--- src/rtl/rx_elastic_nrzi.sv ---
// rx_elastic_nrzi: elastic bit buffer between the USB2 clock/data recovery
// block and the byte assembler. Absorbs 0/1/2 recovered bits per cycle,
// drains exactly one bit per cycle once primed, then NRZI-decodes and
// removes stuffed bits. dbg_state exposes the fill/drain FSM.
//
// Output handshake: dout_valid is a one-cycle strobe with no ready; the
// consumer must take dout on every cycle dout_valid is high.
module rx_elastic_nrzi #(
  parameter int DEPTH       = 16,
  parameter int START_LEVEL = 8
) (
  input  logic                         clock,
  input  logic                         reset,
  input  logic                         rx_en,
  input  logic                         crd,
  input  logic                         add,
  input  logic                         drop,
  output logic                         dout,
  output logic                         dout_valid,
  output logic                         stuff_err,
  output logic                         overflow,
  output logic                         underflow,
  output logic [$clog2(DEPTH+1)-1:0]   level,
  output logic [1:0]                   dbg_state
);

  localparam int LW = $clog2(DEPTH + 1);
  localparam int PW = $clog2(DEPTH);
  localparam logic [LW:0]   DEPTH_W = (LW+1)'(DEPTH);
  localparam logic [LW-1:0] START_W = LW'(START_LEVEL);

  typedef enum logic [1:0] {
    IDLE = 2'd0,
    FILL = 2'd1,
    RUN  = 2'd2
  } state_t;

  state_t          state, state_next;
  logic [DEPTH-1:0] mem;
  logic [PW-1:0]   rptr, wptr, wptr_p1;
  logic            prev;
  logic [2:0]      ones;
  logic [1:0]      n, stored;
  logic            pop, under_evt, over_evt;
  logic [LW:0]     room;
  logic [LW-1:0]   level_next;
  logic            raw, dec;

  assign dbg_state = state;

  // Bits offered by the recovery block this cycle (add and drop together count as one).
  always_comb begin
    n = 2'd0;
    if (rx_en) begin
      if (drop && !add)      n = 2'd0;
      else if (add && !drop) n = 2'd2;
      else                   n = 2'd1;
    end
  end

  // Fill/drain FSM: decides the pop and the underflow event from the stored level.
  always_comb begin
    state_next = state;
    pop        = 1'b0;
    under_evt  = 1'b0;
    if (!rx_en) begin
      // A drain already under way still delivers its bit while flushing.
      state_next = IDLE;
      pop        = (state == RUN) && (level != '0);
    end else if (state == RUN) begin
      if (level == '0) begin
        state_next = FILL;
        under_evt  = 1'b1;
      end else begin
        pop = 1'b1;
      end
    end else if (level >= START_W) begin
      state_next = RUN;
      pop        = 1'b1;
    end else begin
      state_next = FILL;
    end
  end

  // Buffer arithmetic: room freed by this cycle's pop is available to the write.
  always_comb begin
    room       = DEPTH_W - {1'b0, level} + {{LW{1'b0}}, pop};
    stored     = n;
    over_evt   = 1'b0;
    if ({{(LW-1){1'b0}}, n} > room) begin
      stored   = room[1:0];
      over_evt = 1'b1;
    end
    level_next = level + LW'(stored) - LW'(pop);
    wptr_p1    = wptr + PW'(1);
    raw        = mem[rptr];
    dec        = ~(raw ^ prev);
  end

  // Bit storage; contents are don't-care outside the valid window so no reset.
  always_ff @(posedge clock) begin
    if (!reset && rx_en) begin
      if (stored != 2'd0) mem[wptr]    <= crd;
      if (stored == 2'd2) mem[wptr_p1] <= crd;
    end
  end

  // State, pointers, NRZI/unstuff path and sticky flags.
  always_ff @(posedge clock) begin
    if (reset) begin
      state      <= IDLE;
      rptr       <= '0;
      wptr       <= '0;
      level      <= '0;
      prev       <= 1'b1;
      ones       <= 3'd0;
      dout       <= 1'b0;
      dout_valid <= 1'b0;
      stuff_err  <= 1'b0;
      overflow   <= 1'b0;
      underflow  <= 1'b0;
    end else begin
      state      <= state_next;
      dout_valid <= 1'b0;
      if (pop) begin
        dout <= dec;
        prev <= raw;
        if (ones == 3'd6) begin
          // Bit after six ones is never data: a stuffed zero or an error.
          ones <= 3'd0;
          if (dec) stuff_err <= 1'b1;
        end else begin
          dout_valid <= 1'b1;
          ones       <= dec ? ones + 3'd1 : 3'd0;
        end
      end
      if (rx_en) begin
        rptr  <= rptr + PW'(pop);
        wptr  <= wptr + PW'(stored);
        level <= level_next;
        if (over_evt)  overflow  <= 1'b1;
        if (under_evt) underflow <= 1'b1;
      end else begin
        rptr      <= '0;
        wptr      <= '0;
        level     <= '0;
        prev      <= 1'b1;
        ones      <= 3'd0;
        stuff_err <= 1'b0;
        overflow  <= 1'b0;
        underflow <= 1'b0;
      end
    end
  end

endmodule
--- config.mk ---
export PLATFORM = sky130hd
export DESIGN_NAME = rx_elastic_nrzi
export DESIGN_NICKNAME = d
export VERILOG_FILES = /design/src/rtl/rx_elastic_nrzi.sv
export SDC_FILE = /design/constraint.sdc
export NUM_CORES = 1
export LEC_CHECK = 0
export BUFFER_PORTS_ARGS = -buffer_cell sky130_fd_sc_hd__buf_2
export CORE_ASPECT_RATIO = 1.75
export CORE_MARGIN = 4
export CORE_UTILIZATION = 40
export CTS_CLUSTER_SIZE = 12
export DETAILED_ROUTE_END_ITERATION = 12
export PLACE_DENSITY = 0.55
export SLEW_MARGIN = 20
export SYNTH_ARGS = -nofsm -noshare
export SYNTH_HDL_FRONTEND = slang
export SYNTH_SLANG_ARGS = --single-unit
--- constraint.sdc ---
create_clock -name clock -period 13.6 [get_ports clock]
set_input_delay 2.72 -clock clock [delete_from_list [all_inputs] [get_ports clock]]
set_output_delay 2.72 -clock clock [all_outputs]
set_load 0.01 [all_outputs]
==> results.ini <==
[timing]
finalCritPeriodShare = 0.501
maxSlewViolCount = 0
finalSetupTns_ns = 0
fin_skew_ns = 0.00841
layout_min_cycle_time_ns = 6.82
hold_viol_final = 0
setup_viol = 0
tightestPinTransition_ns = 0.895
max_clock_freq_ghz = 0.147
layout_setup_ws_ns = 6.78
hold_ws_ns = 0.460
max-slew-margin-rel = 0.403
rsz0062_at_grt = no

[clock_tree]
cts-resized-gates = 0
cts_tree = built
numCtsBuffers = 5
htreeDepth = 2
cts.sinks = 40
clkTransAtPathRegs_ns = 0.08
clockBufferDepth = 2
clk_latency_ns = 0.31
clock-root-buffer = clkbuf_8
hold_buffers = 0
post-cts-setup-buffer-count = 0

[die]
io_pins = 18
fp.coreArea_um2 = 5970
die_x_um = 67.8
start_util = 0.420
placement_rows = 37
fp.dieH_um = 113
dieArea_um2 = 7650

[setup_path]
worstSetupEndpointType = flip-flop
worst-path-buf-inv = 6
worstRegToRegCells = 21
timing.rr.end = level[4]$_SDFF_PN0_
path_class = primary input to flip-flop
ff2ff_setup_slack_ns = 8.24
worstPathArrival_ns = 6.98
cpMaxStageDelayCell = a221oi_1
cp_cell_sequence = buf_2 > a21oi_1 > nor2_1 > inv_1 > ha_1 > inv_1 > ha_1 > inv_1 > ha_1 > a221oi_1 > o21a_1 > mux2_2 > inv_1 > ha_1 > fa_1 > inv_1 > a21oi_1 > nor2_1 > or3_1 > a21oi_1
crit_required_ns = 13.76
crit_path_start_kind = primary input
worst-path-max-fanout = 9
timing.rr.start = level[2]$_SDFF_PN0_
cp_common_cell = inv_1
critPathMaxStageDelay_ns = 0.51
critPathTopFamily = adder cells

[routing]
vias = 1811
viasPerCell = 5.28
drt-initial-drc-count = 49
first_pass_iters = 4
avgRoutedWirePerCell_um = 16.0
route.detailed.drc = 0
drt-total-wl_um = 5480
ant_nets = 0

[synth]
synth_edf_count = 16
yosys_warnings = 0
ys_ff_latch = 40
synth_cell_type_count = 51
yosysSeqAreaShare = 0.383
synth_ff_type = dfxtp_1
synth.most_common_cell = dfxtp_1
synth_cells = 248
syn_avg_cell_area_um2 = 10.1
synth_area_leaders = dfxtp_1 (19%), edfxtp_1 (19%), ha_1 (10%)
synth_common_cells = dfxtp_1 (24), nor2_1 (23), ha_1 (21), inv_1 (21), nand2_1 (17)
synth.top_cell.area_share = 0.192
synth_fp_nets = 277
async_flop_share = 0
post-synth-top-area-cell = dfxtp_1
syn-cell-area_um2 = 2510

[place]
gp_congestion = 0.847
pre_cts_ws_ns = 6.46
io_buffer_count = 17
dp.final_hpwl_um = 4310

[global_routing]
grt_pass1_wl_um = 9490
grt_overflow = 0
grtUsageTotal = 0.165
met2_usage = 0.297
grt_most_used_layer = met2
grt_util_met1 = 0.183
grt_max_degree = 27
grt_pass1_vias = 1924
grt_util_met3 = 0.0268
antenna_found_initial = 0

[cells_and_area]
layout-drive-gt1-share = 0.174
nFillCells = 585
nets = 293
area_delta_synth_final_pct = 9.98
diodes = 0

[outcome]
status = finished, final reports clean

[pwr]
p_per_area_nw_per_um2 = 172
irDropWorstVdd_mv = 0.0947
p_leak_nw = 1.06

[min_path]
whs_endpoint = stuff_err$_SDFFE_PN0P_
min_path_type = flip-flop to flip-flop
min-delay-start = stuff_err$_SDFFE_PN0P_
hold_path_depth = 2

[flow_run]
cap_violations = 0

## flip-flops by register name, summed over array words and instances (netlist names)
signal and count:
rptr 4, ones 3, prev 1, level 5, dbg_state 2, underflow 1, dout 1, stuff_err 1
overflow 1, wptr 4, dout_valid 1, mem 16
## worst reg2reg max path, delay by kind of cell (launching register included)
family,cells,cell delay (ns)
AOI/OAI and AO/OA,4,1.01
adders and majority gates,6,1.75
buffers and inverters,6,0.66
DFF,1,0.49
muxes,1,0.43
and+or+nand+nor,4,0.87
## cells by family (layout without fill, tap and decap cells)
group           after synthesis  after routing  synth area share
simple gates                 89             89             0.187
flops                        40             40             0.383
compound gates               32             32            0.0914
buf+inv                      29             46            0.0509
mux                          27             27             0.139
fa+ha+maj                    23             23             0.121
xor+xnor                      8              8            0.0280
## cell usage in the layout, fill, tap and decap left out, types with 2 or more instances in the layout
cell type	n
xnor2_1	6
edfxtp_1	16
or3_1	2
clkbuf_8	6
xor2_1	2
o21ai_0	5
nor3_1	10
mux2i_1	4
o211ai_1	2
and2_1	7
mux2_1	7
inv_1	21
nand2b_1	7
nor4b_1	2
mux2_2	11
o32ai_1	2
nor2b_1	5
ha_1	21
buf_2	17
dfxtp_1	24
nor4_1	5
nor2_1	23
nand3_1	2
o31ai_1	2
mux4_2	4
a21oi_1	8
fa_1	2
o22ai_1	2
nand2_1	17
## layout make-up
class	instances	area, um2	share of cell area
sequential	40	961	0.349
timing repair buffer	17	85.1	0.0309
clock inverter	1	8.76	0.00318
clock buffer	7	108	0.0390
multi-input combinational	179	1420	0.514
inverter	21	78.8	0.0286
tap	78	97.6	0.0354
## stage by stage
stage | utilization | power [mW] | area (um2) | cells
2_1_floorplan | - | 0.329 | 2510 | 248
3_3_place_gp | 0.442 | 0.377 | 2640 | 335
3_5_place_dp | 0.442 | 0.379 | 2640 | 335
4_1_cts | 0.462 | 0.480 | 2760 | 343
5_1_grt | 0.462 | 0.515 | 2760 | 343
6_report | 0.462 | 0.474 | 2760 | 343
## power by group
group / switching, mW / internal, mW / total, mW
logic: 0.124 / 0.0940 / 0.218
clock network: 0.0461 / 0.0527 / 0.0987
registers: 0.0171 / 0.140 / 0.157
## layer usage
layer | share of wire | vias up
li1 | - | 918
met1 | 0.39 | 858
met2 | 0.56 | 25
met3 | 0.026 | 10
met4 | 0.024 | 0
met5 | 0 | -
## worst max path at each step
stage / start / end / slack [ns] / cells past startpoint
6_report: rx_en / level[4]$_SDFF_PN0_ / 6.78 / 20
5_1_grt: rx_en / level[4]$_SDFF_PN0_ / 6.32 / 23
4_1_cts: rx_en / level[4]$_SDFF_PN0_ / 6.78 / 20
3_5_place_dp: rx_en / level[4]$_SDFF_PN0_ / 6.46 / 20
3_3_place_gp: rx_en / level[4]$_SDFF_PN0_ / 6.60 / 20
2_1_floorplan: rx_en / level[4]$_SDFF_PN0_ / 7.23 / 20
(Power assumes the default switching activity.)
